<file path="src/rtl/seg7_pkg.sv">
// Shared definitions for the 7-segment scan driver: segment encoding and the hex-to-segment table.
package seg7_pkg;

    localparam logic [7:0] SEG_OFF = 8'hFF;

    typedef logic [7:0] an_t;

    // Active-low {g,f,e,d,c,b,a} patterns for hex digits 0..F
    function automatic logic [6:0] hex2seg(input logic [3:0] nib);
        logic [6:0] seg;
        case (nib)
            4'h0:    seg = 7'h40;
            4'h1:    seg = 7'h79;
            4'h2:    seg = 7'h24;
            4'h3:    seg = 7'h30;
            4'h4:    seg = 7'h19;
            4'h5:    seg = 7'h12;
            4'h6:    seg = 7'h02;
            4'h7:    seg = 7'h78;
            4'h8:    seg = 7'h00;
            4'h9:    seg = 7'h10;
            4'hA:    seg = 7'h08;
            4'hB:    seg = 7'h03;
            4'hC:    seg = 7'h46;
            4'hD:    seg = 7'h21;
            4'hE:    seg = 7'h06;
            default: seg = 7'h0E;
        endcase
        return seg;
    endfunction

endpackage

</file>
<file path="src/rtl/seg7_hex_decode.sv">
// Combinational nibble to active-low 7-segment decoder.
module seg7_hex_decode
    import seg7_pkg::*;
(
    input  logic [3:0] nib,
    output logic [6:0] seg_c
);

    assign seg_c = hex2seg(nib);

endmodule

</file>
<file path="src/rtl/seg7_scan_driver.sv">
// Time-multiplexed 7-segment driver: per-frame shadow of the display word, guarded digit scan,
// registered active-low anode and segment outputs.
module seg7_scan_driver
    import seg7_pkg::*;
#(
    parameter int unsigned N_DIG       = 8,
    parameter int unsigned REFRESH_DIV = 50000,
    parameter int unsigned GUARD       = 16
) (
    input  logic               clk,
    input  logic               reset,
    input  logic               en,
    input  logic [4*N_DIG-1:0] din,
    input  logic [N_DIG-1:0]   dp_in,
    input  logic [N_DIG-1:0]   blank_in,
    output logic [N_DIG-1:0]   an,
    output logic [7:0]         sseg,
    output logic               frame_tk
);

    localparam int unsigned CNT_W = $clog2(REFRESH_DIV);
    localparam int unsigned IDX_W = $clog2(N_DIG);

    logic [CNT_W-1:0]   cnt_q, cnt_d;
    logic [IDX_W-1:0]   idx_q, idx_d;
    logic [4*N_DIG-1:0] sh_din_q, sh_din_d;
    logic [N_DIG-1:0]   sh_dp_q, sh_dp_d;
    logic [N_DIG-1:0]   sh_blank_q, sh_blank_d;
    logic               load_pend_q, load_pend_d;
    logic [N_DIG-1:0]   an_q, an_d;
    logic [7:0]         sseg_q, sseg_d;
    logic               frame_tk_q, frame_tk_d;

    logic               last_cnt_c;
    logic               frame_end_c;
    logic               guard_ok_c;
    logic [3:0]         nib_c;
    logic [6:0]         seg_c;

    assign nib_c       = sh_din_q[{idx_q, 2'b00} +: 4];
    assign last_cnt_c  = (cnt_q == CNT_W'(REFRESH_DIV - 1));
    assign frame_end_c = last_cnt_c && (idx_q == IDX_W'(N_DIG - 1));

    // Anode may only be enabled once the slot has passed its dark guard window
    if (GUARD == 0) begin : g_noguard
        assign guard_ok_c = 1'b1;
    end else begin : g_guard
        assign guard_ok_c = (cnt_q >= CNT_W'(GUARD));
    end

    seg7_hex_decode u_dec (
        .nib   (nib_c),
        .seg_c (seg_c)
    );

    always_comb begin
        cnt_d       = cnt_q;
        idx_d       = idx_q;
        sh_din_d    = sh_din_q;
        sh_dp_d     = sh_dp_q;
        sh_blank_d  = sh_blank_q;
        load_pend_d = load_pend_q;
        an_d        = '1;
        sseg_d      = SEG_OFF;
        frame_tk_d  = 1'b0;

        if (en) begin
            cnt_d = last_cnt_c ? '0 : cnt_q + CNT_W'(1);
            if (last_cnt_c) begin
                idx_d = (idx_q == IDX_W'(N_DIG - 1)) ? '0 : idx_q + IDX_W'(1);
            end
            // Shadow refresh only at frame edges so a mid-frame write never tears
            if (load_pend_q || frame_end_c) begin
                sh_din_d    = din;
                sh_dp_d     = dp_in;
                sh_blank_d  = blank_in;
                load_pend_d = 1'b0;
            end
            frame_tk_d = frame_end_c;
            if (guard_ok_c) begin
                an_d = ~(N_DIG'(1) << idx_q);
            end
            sseg_d = sh_blank_q[idx_q] ? SEG_OFF : {~sh_dp_q[idx_q], seg_c};
        end else begin
            cnt_d       = '0;
            idx_d       = '0;
            load_pend_d = 1'b1;
        end
    end

    always_ff @(posedge clk or posedge reset) begin
        if (reset) begin
            cnt_q       <= '0;
            idx_q       <= '0;
            sh_din_q    <= '0;
            sh_dp_q     <= '0;
            sh_blank_q  <= '0;
            load_pend_q <= 1'b1;
            an_q        <= '1;
            sseg_q      <= SEG_OFF;
            frame_tk_q  <= 1'b0;
        end else begin
            cnt_q       <= cnt_d;
            idx_q       <= idx_d;
            sh_din_q    <= sh_din_d;
            sh_dp_q     <= sh_dp_d;
            sh_blank_q  <= sh_blank_d;
            load_pend_q <= load_pend_d;
            an_q        <= an_d;
            sseg_q      <= sseg_d;
            frame_tk_q  <= frame_tk_d;
        end
    end

    assign an       = an_q;
    assign sseg     = sseg_q;
    assign frame_tk = frame_tk_q;

endmodule

</file>
<file path="config.mk">
export PLATFORM = sky130hd
export DESIGN_NAME = seg7_scan_driver
export DESIGN_NICKNAME = d
export VERILOG_FILES = /design/src/rtl/seg7_pkg.sv /design/src/rtl/seg7_hex_decode.sv /design/src/rtl/seg7_scan_driver.sv
export SDC_FILE = /design/constraint.sdc
export NUM_CORES = 1
export LEC_CHECK = 0
export ABC_CLOCK_PERIOD_IN_PS = 3550
export CAP_MARGIN = 20
export CELL_PAD_IN_SITES_DETAIL_PLACEMENT = 1
export CELL_PAD_IN_SITES_GLOBAL_PLACEMENT = 2
export CORE_MARGIN = 1.5
export CORE_UTILIZATION = 37
export CTS_BUF_LIST = sky130_fd_sc_hd__clkbuf_4
export CTS_CLUSTER_SIZE = 30
export DETAILED_ROUTE_END_ITERATION = 8
export GPL_ROUTABILITY_DRIVEN = 0
export GPL_TIMING_DRIVEN = 0
export MAX_ROUTING_LAYER = met4
export PLACE_DENSITY = 0.9
export SLEW_MARGIN = 10
export SYNTH_ARGS = -nofsm -noshare
export SYNTH_HDL_FRONTEND = slang
export SYNTH_SLANG_ARGS = --single-unit
</file>
<file path="constraint.sdc">
create_clock -name clk -period 3.55 [get_ports clk]
set_input_delay 0.71 -clock clk [delete_from_list [all_inputs] [get_ports clk]]
set_output_delay 0.71 -clock clk [all_outputs]
set_load 0.005 [all_outputs]
</file>
==> reports/qor.log <==
INFO  run_status     outcome=finished, final reports clean
INFO  critical_path  timing.critical_path.cells=buf_6 > buf_12 > mux4_1 > mux2i_1 > ha_1 > nor3_1 > a211oi_1 > o21ai_0
INFO  critical_path  worstSetupEndpointType=flip-flop
INFO  critical_path  setup.reg_to_reg.worst_slack=0.71ns
INFO  global_route   grt_start_max_net_pins=50
INFO  place          place.port_buffers=67
INFO  sta            slew_headroom=52.1%
INFO  sta            clock-skew-final=0.0254ns
INFO  power          worst_ir_drop_vdd=0.171mV
INFO  critical_path  reg2reg_depth=8
INFO  global_route   grtUsageTotal=17.6%
INFO  die            floorplan.initialDensity=38.7%
INFO  critical_path  critPathMaxStageDelay=0.58ns
INFO  clock_network  clock_tree.root_cell=sky130_fd_sc_hd__clkbuf_4
INFO  layout         final-instance-count-excl-fill=533
INFO  clock_network  clock_tree.htree_level_count=3
INFO  critical_path  cp-endpoint=sseg[3]$_DFF_PP1_
INFO  global_route   first_global_vias=2,938
INFO  synth          synthesis.nets=378
INFO  clock_network  cts-buffers-inserted=9
INFO  critical_path  crit-reg2reg-launch=idx_q[0]$_DFFE_PP0P_
INFO  power          leakagePower=2.08nW
INFO  critical_path  worstSetupStartpointType=flip-flop
INFO  drt            firstDrtPassIters=4
INFO  critical_path  startpoint=idx_q[0]$_DFFE_PP0P_
INFO  power          combinationalPowerShare=16.9%
INFO  drt            totalWireLength=8.93mm
INFO  critical_path  data_arrival_time_of_the_critical_path=3.22ns
INFO  power          portion_of_total_power_attributed_to_sequential_cells=55.1%
INFO  synth          postSynthRegisterBits=85
INFO  power          total_switching_power=0.533mW
INFO  layout         layout_common_cells=sky130_fd_sc_hd__dfrtp_1, sky130_fd_sc_hd__clkdlybuf4s50_1, sky130_fd_sc_hd__mux2_2, sky130_fd_sc_hd__nand2_1, sky130_fd_sc_hd__nor2_1
INFO  sta            final_hold_viol_count=0
INFO  synth          ys_types=44
INFO  power          internal_power=1.50mW
INFO  drt            route.detailed.wl_per_inst=16.8um
INFO  layout         num_antenna_cells=0
INFO  clock_network  clk_pin_slew_worst_paths=0.14ns
INFO  clock_network  post-cts-setup-buffer-count=0
INFO  power          power.share.clock=28.0%
INFO  synth          synth.yosys.warnings=0
INFO  hold_path      min_path_type=flip-flop to flip-flop
INFO  die            die-area=11,600um2
INFO  critical_path  crit_path_depth=8
INFO  clock_network  post_cts_sizing=0
INFO  sta            final-setup-viol-count=0
INFO  die            die_width=108um
INFO  critical_path  critical_register_to_register_path_endpoint=sseg[3]$_DFF_PP1_
INFO  drt            via_count=2,683
INFO  layout         most_frequent_standard_cell_in_the_layout_excluding_fill_and_tap_cells=sky130_fd_sc_hd__dfrtp_1
INFO  drt            drc=0
INFO  clock_network  cts_tree=yes
INFO  drt            detail_route.iter0.violations=121
INFO  layout         flow.area_growth_from_synthesis=24.8%
INFO  sta            grt_setup_unrepaired=false
INFO  synth          sequential_to_total_area_share_from_yosys_stat=53.1%
INFO  synth          synth.largest_area_cell=sky130_fd_sc_hd__dfrtp_1
INFO  power          power_per_cell_area=402nW/um2
INFO  clock_network  clock-sinks=85
INFO  power          power.switching_fraction=26.2%
INFO  synth          synthDominantCellAreaShare=42.1%
INFO  hold_path      number_of_stages_on_the_worst_hold_path=1
INFO  global_route   grt_antenna_before_repair=0
INFO  place          dp.cells=517
INFO  place          placement.cell_area=4910um2
INFO  sta            worst_pin_slew=0.699ns
INFO  synth          synth_cells=313
INFO  layout         final_nets=457
INFO  die            core-area=10,500um2
INFO  sta            maxSlewViolCount=0
INFO  layout         drive_above_1_share=25.9%
INFO  synth          synth.cell_area=4050um2
INFO  place          place.detailed.hpwl=6.65mm
INFO  clock_network  clk-insertion-delay-late=0.46ns
INFO  sta            layout_worst_path_cycle_share=80.1%
INFO  sta            fmax_achieved=352MHz
INFO  die            std_cell_rows=37
INFO  die            design.portCount=68
INFO  synth          synth.area.top_cells=sky130_fd_sc_hd__dfrtp_1, sky130_fd_sc_hd__mux2_2, sky130_fd_sc_hd__dfstp_2
INFO  die            die_h=108um
INFO  job            maxCapViolCount=0
INFO  layout         fin_area=5050um2
INFO  drt            postRouteAntennaNets=0
INFO  power          fin_total_pwr=2.03mW
INFO  critical_path  cpLargestDelayFamily=multiplexers
INFO  clock_network  clock_path_buffers=2
INFO  global_route   grt_pass1_wl=14.9mm
INFO  global_route   overflow=0
INFO  critical_path  critPathMaxFanout=10
INFO  drt            detail_route.vias_per_cell=5.03
INFO  critical_path  cp_num_buf_inv=2
INFO  critical_path  critical_path_required=3.93ns
INFO  critical_path  setup.worst_path.class=flip-flop to flip-flop
INFO  sta            fin_crit=2.84ns
INFO  critical_path  critical-path-slowest-cell=sky130_fd_sc_hd__mux2i_1
INFO  clock_network  cts_hold_buf=0
INFO  synth          post_synth.cell_area_avg=12.9um2
-- registers in the layout, indices dropped and copies added (netlist names) --
name	flops
idx_q	3
frame_tk	1
sh_dp_q	8
sseg	8
sh_blank_q	8
an	8
cnt_q	16
sh_din_q	32
load_pend_q	1
-- kinds of logic after synthesis --
family	count (synthesis)	synth area share, %
flip-flops	85	53.1
AND/OR/NAND/NOR	83	9.62
multiplexers	67	22.1
buffers and inverters	29	4.14
AO/OA/AOI/OAI	21	3.65
XOR/XNOR	14	3.03
adder cells (fa/ha/maj)	14	4.33
-- worst min-delay path by stage --
stage               slack, ns                      start                   endpoint
finish                   0.52     sh_dp_q[4]$_DFFE_PP0P_     sh_dp_q[4]$_DFFE_PP0P_
global placement         0.48    sh_din_q[0]$_DFFE_PP0P_    sh_din_q[0]$_DFFE_PP0P_
detailed placement       0.49   sh_din_q[24]$_DFFE_PP0P_   sh_din_q[24]$_DFFE_PP0P_
global route             0.54    sh_din_q[9]$_DFFE_PP0P_    sh_din_q[9]$_DFFE_PP0P_
floorplan                0.47  sh_blank_q[1]$_DFFE_PP0P_  sh_blank_q[1]$_DFFE_PP0P_
CTS                      0.52  sh_blank_q[5]$_DFFE_PP0P_  sh_blank_q[5]$_DFFE_PP0P_
-- metal layers --
metal	vias up	global-route usage, %	wire (um)	share of wire [%]
li1	1262	-	-	-
met4	0	5.64	132	1.5
met3	11	3.51	288	3.2
met1	1359	22.1	4070	46
met2	51	28.7	4440	50
met5	-	-	0	0
-- area by class of cell --
class	instances	area, um2
tap	136	170
multi-input combinational	199	1730
sequential	85	2150
buffer	13	108
inverter	16	62.6
clock buffer	10	75.1
timing repair buffer	68	691
clock inverter	6	63.8
fill	1127	5420
-- through the flow --
stage          setup WS, ns  util (%)  setup TNS [ns]  hold WS, ns
3_5_place_dp          0.699      46.9               0        0.491
2_1_floorplan         0.675         -               0        0.472
3_3_place_gp         -0.622      46.7          -41.95        0.483
5_1_grt               0.523      48.2               0        0.538
6_report              0.707      48.2               0        0.518
4_1_cts               0.706      48.2               0        0.523
-- Yosys cell counts (all sizes together) --
cell type	n
buf	10
and2	3
or3	2
nor3	7
inv	15
o221ai	3
a22o	1
or4	1
and3	4
o31a	1
xnor2	8
o21ai	4
xor2	6
mux2i	5
o31ai	1
nor2b	1
a21o	1
dfrtp	68
ha	14
nor2	22
or2	1
a21oi	3
nand2	24
mux2	52
nand4	2
clkbuf	3
nor4	4
o211ai	2
nand2b	1
dfstp	17
mux4	10
nand3	11
clkinv	1
a211oi	2
o22ai	3
-- power by group through the flow --
stage	Sequential (mW)	Combinational, mW	Clock, mW
2_1_floorplan	1.12	0.213	0
3_3_place_gp	1.13	0.331	0
3_5_place_dp	1.14	0.348	0
4_1_cts	1.12	0.350	0.584
5_1_grt	1.13	0.379	0.626
6_report	1.12	0.343	0.569
(Power assumes the default switching activity.)
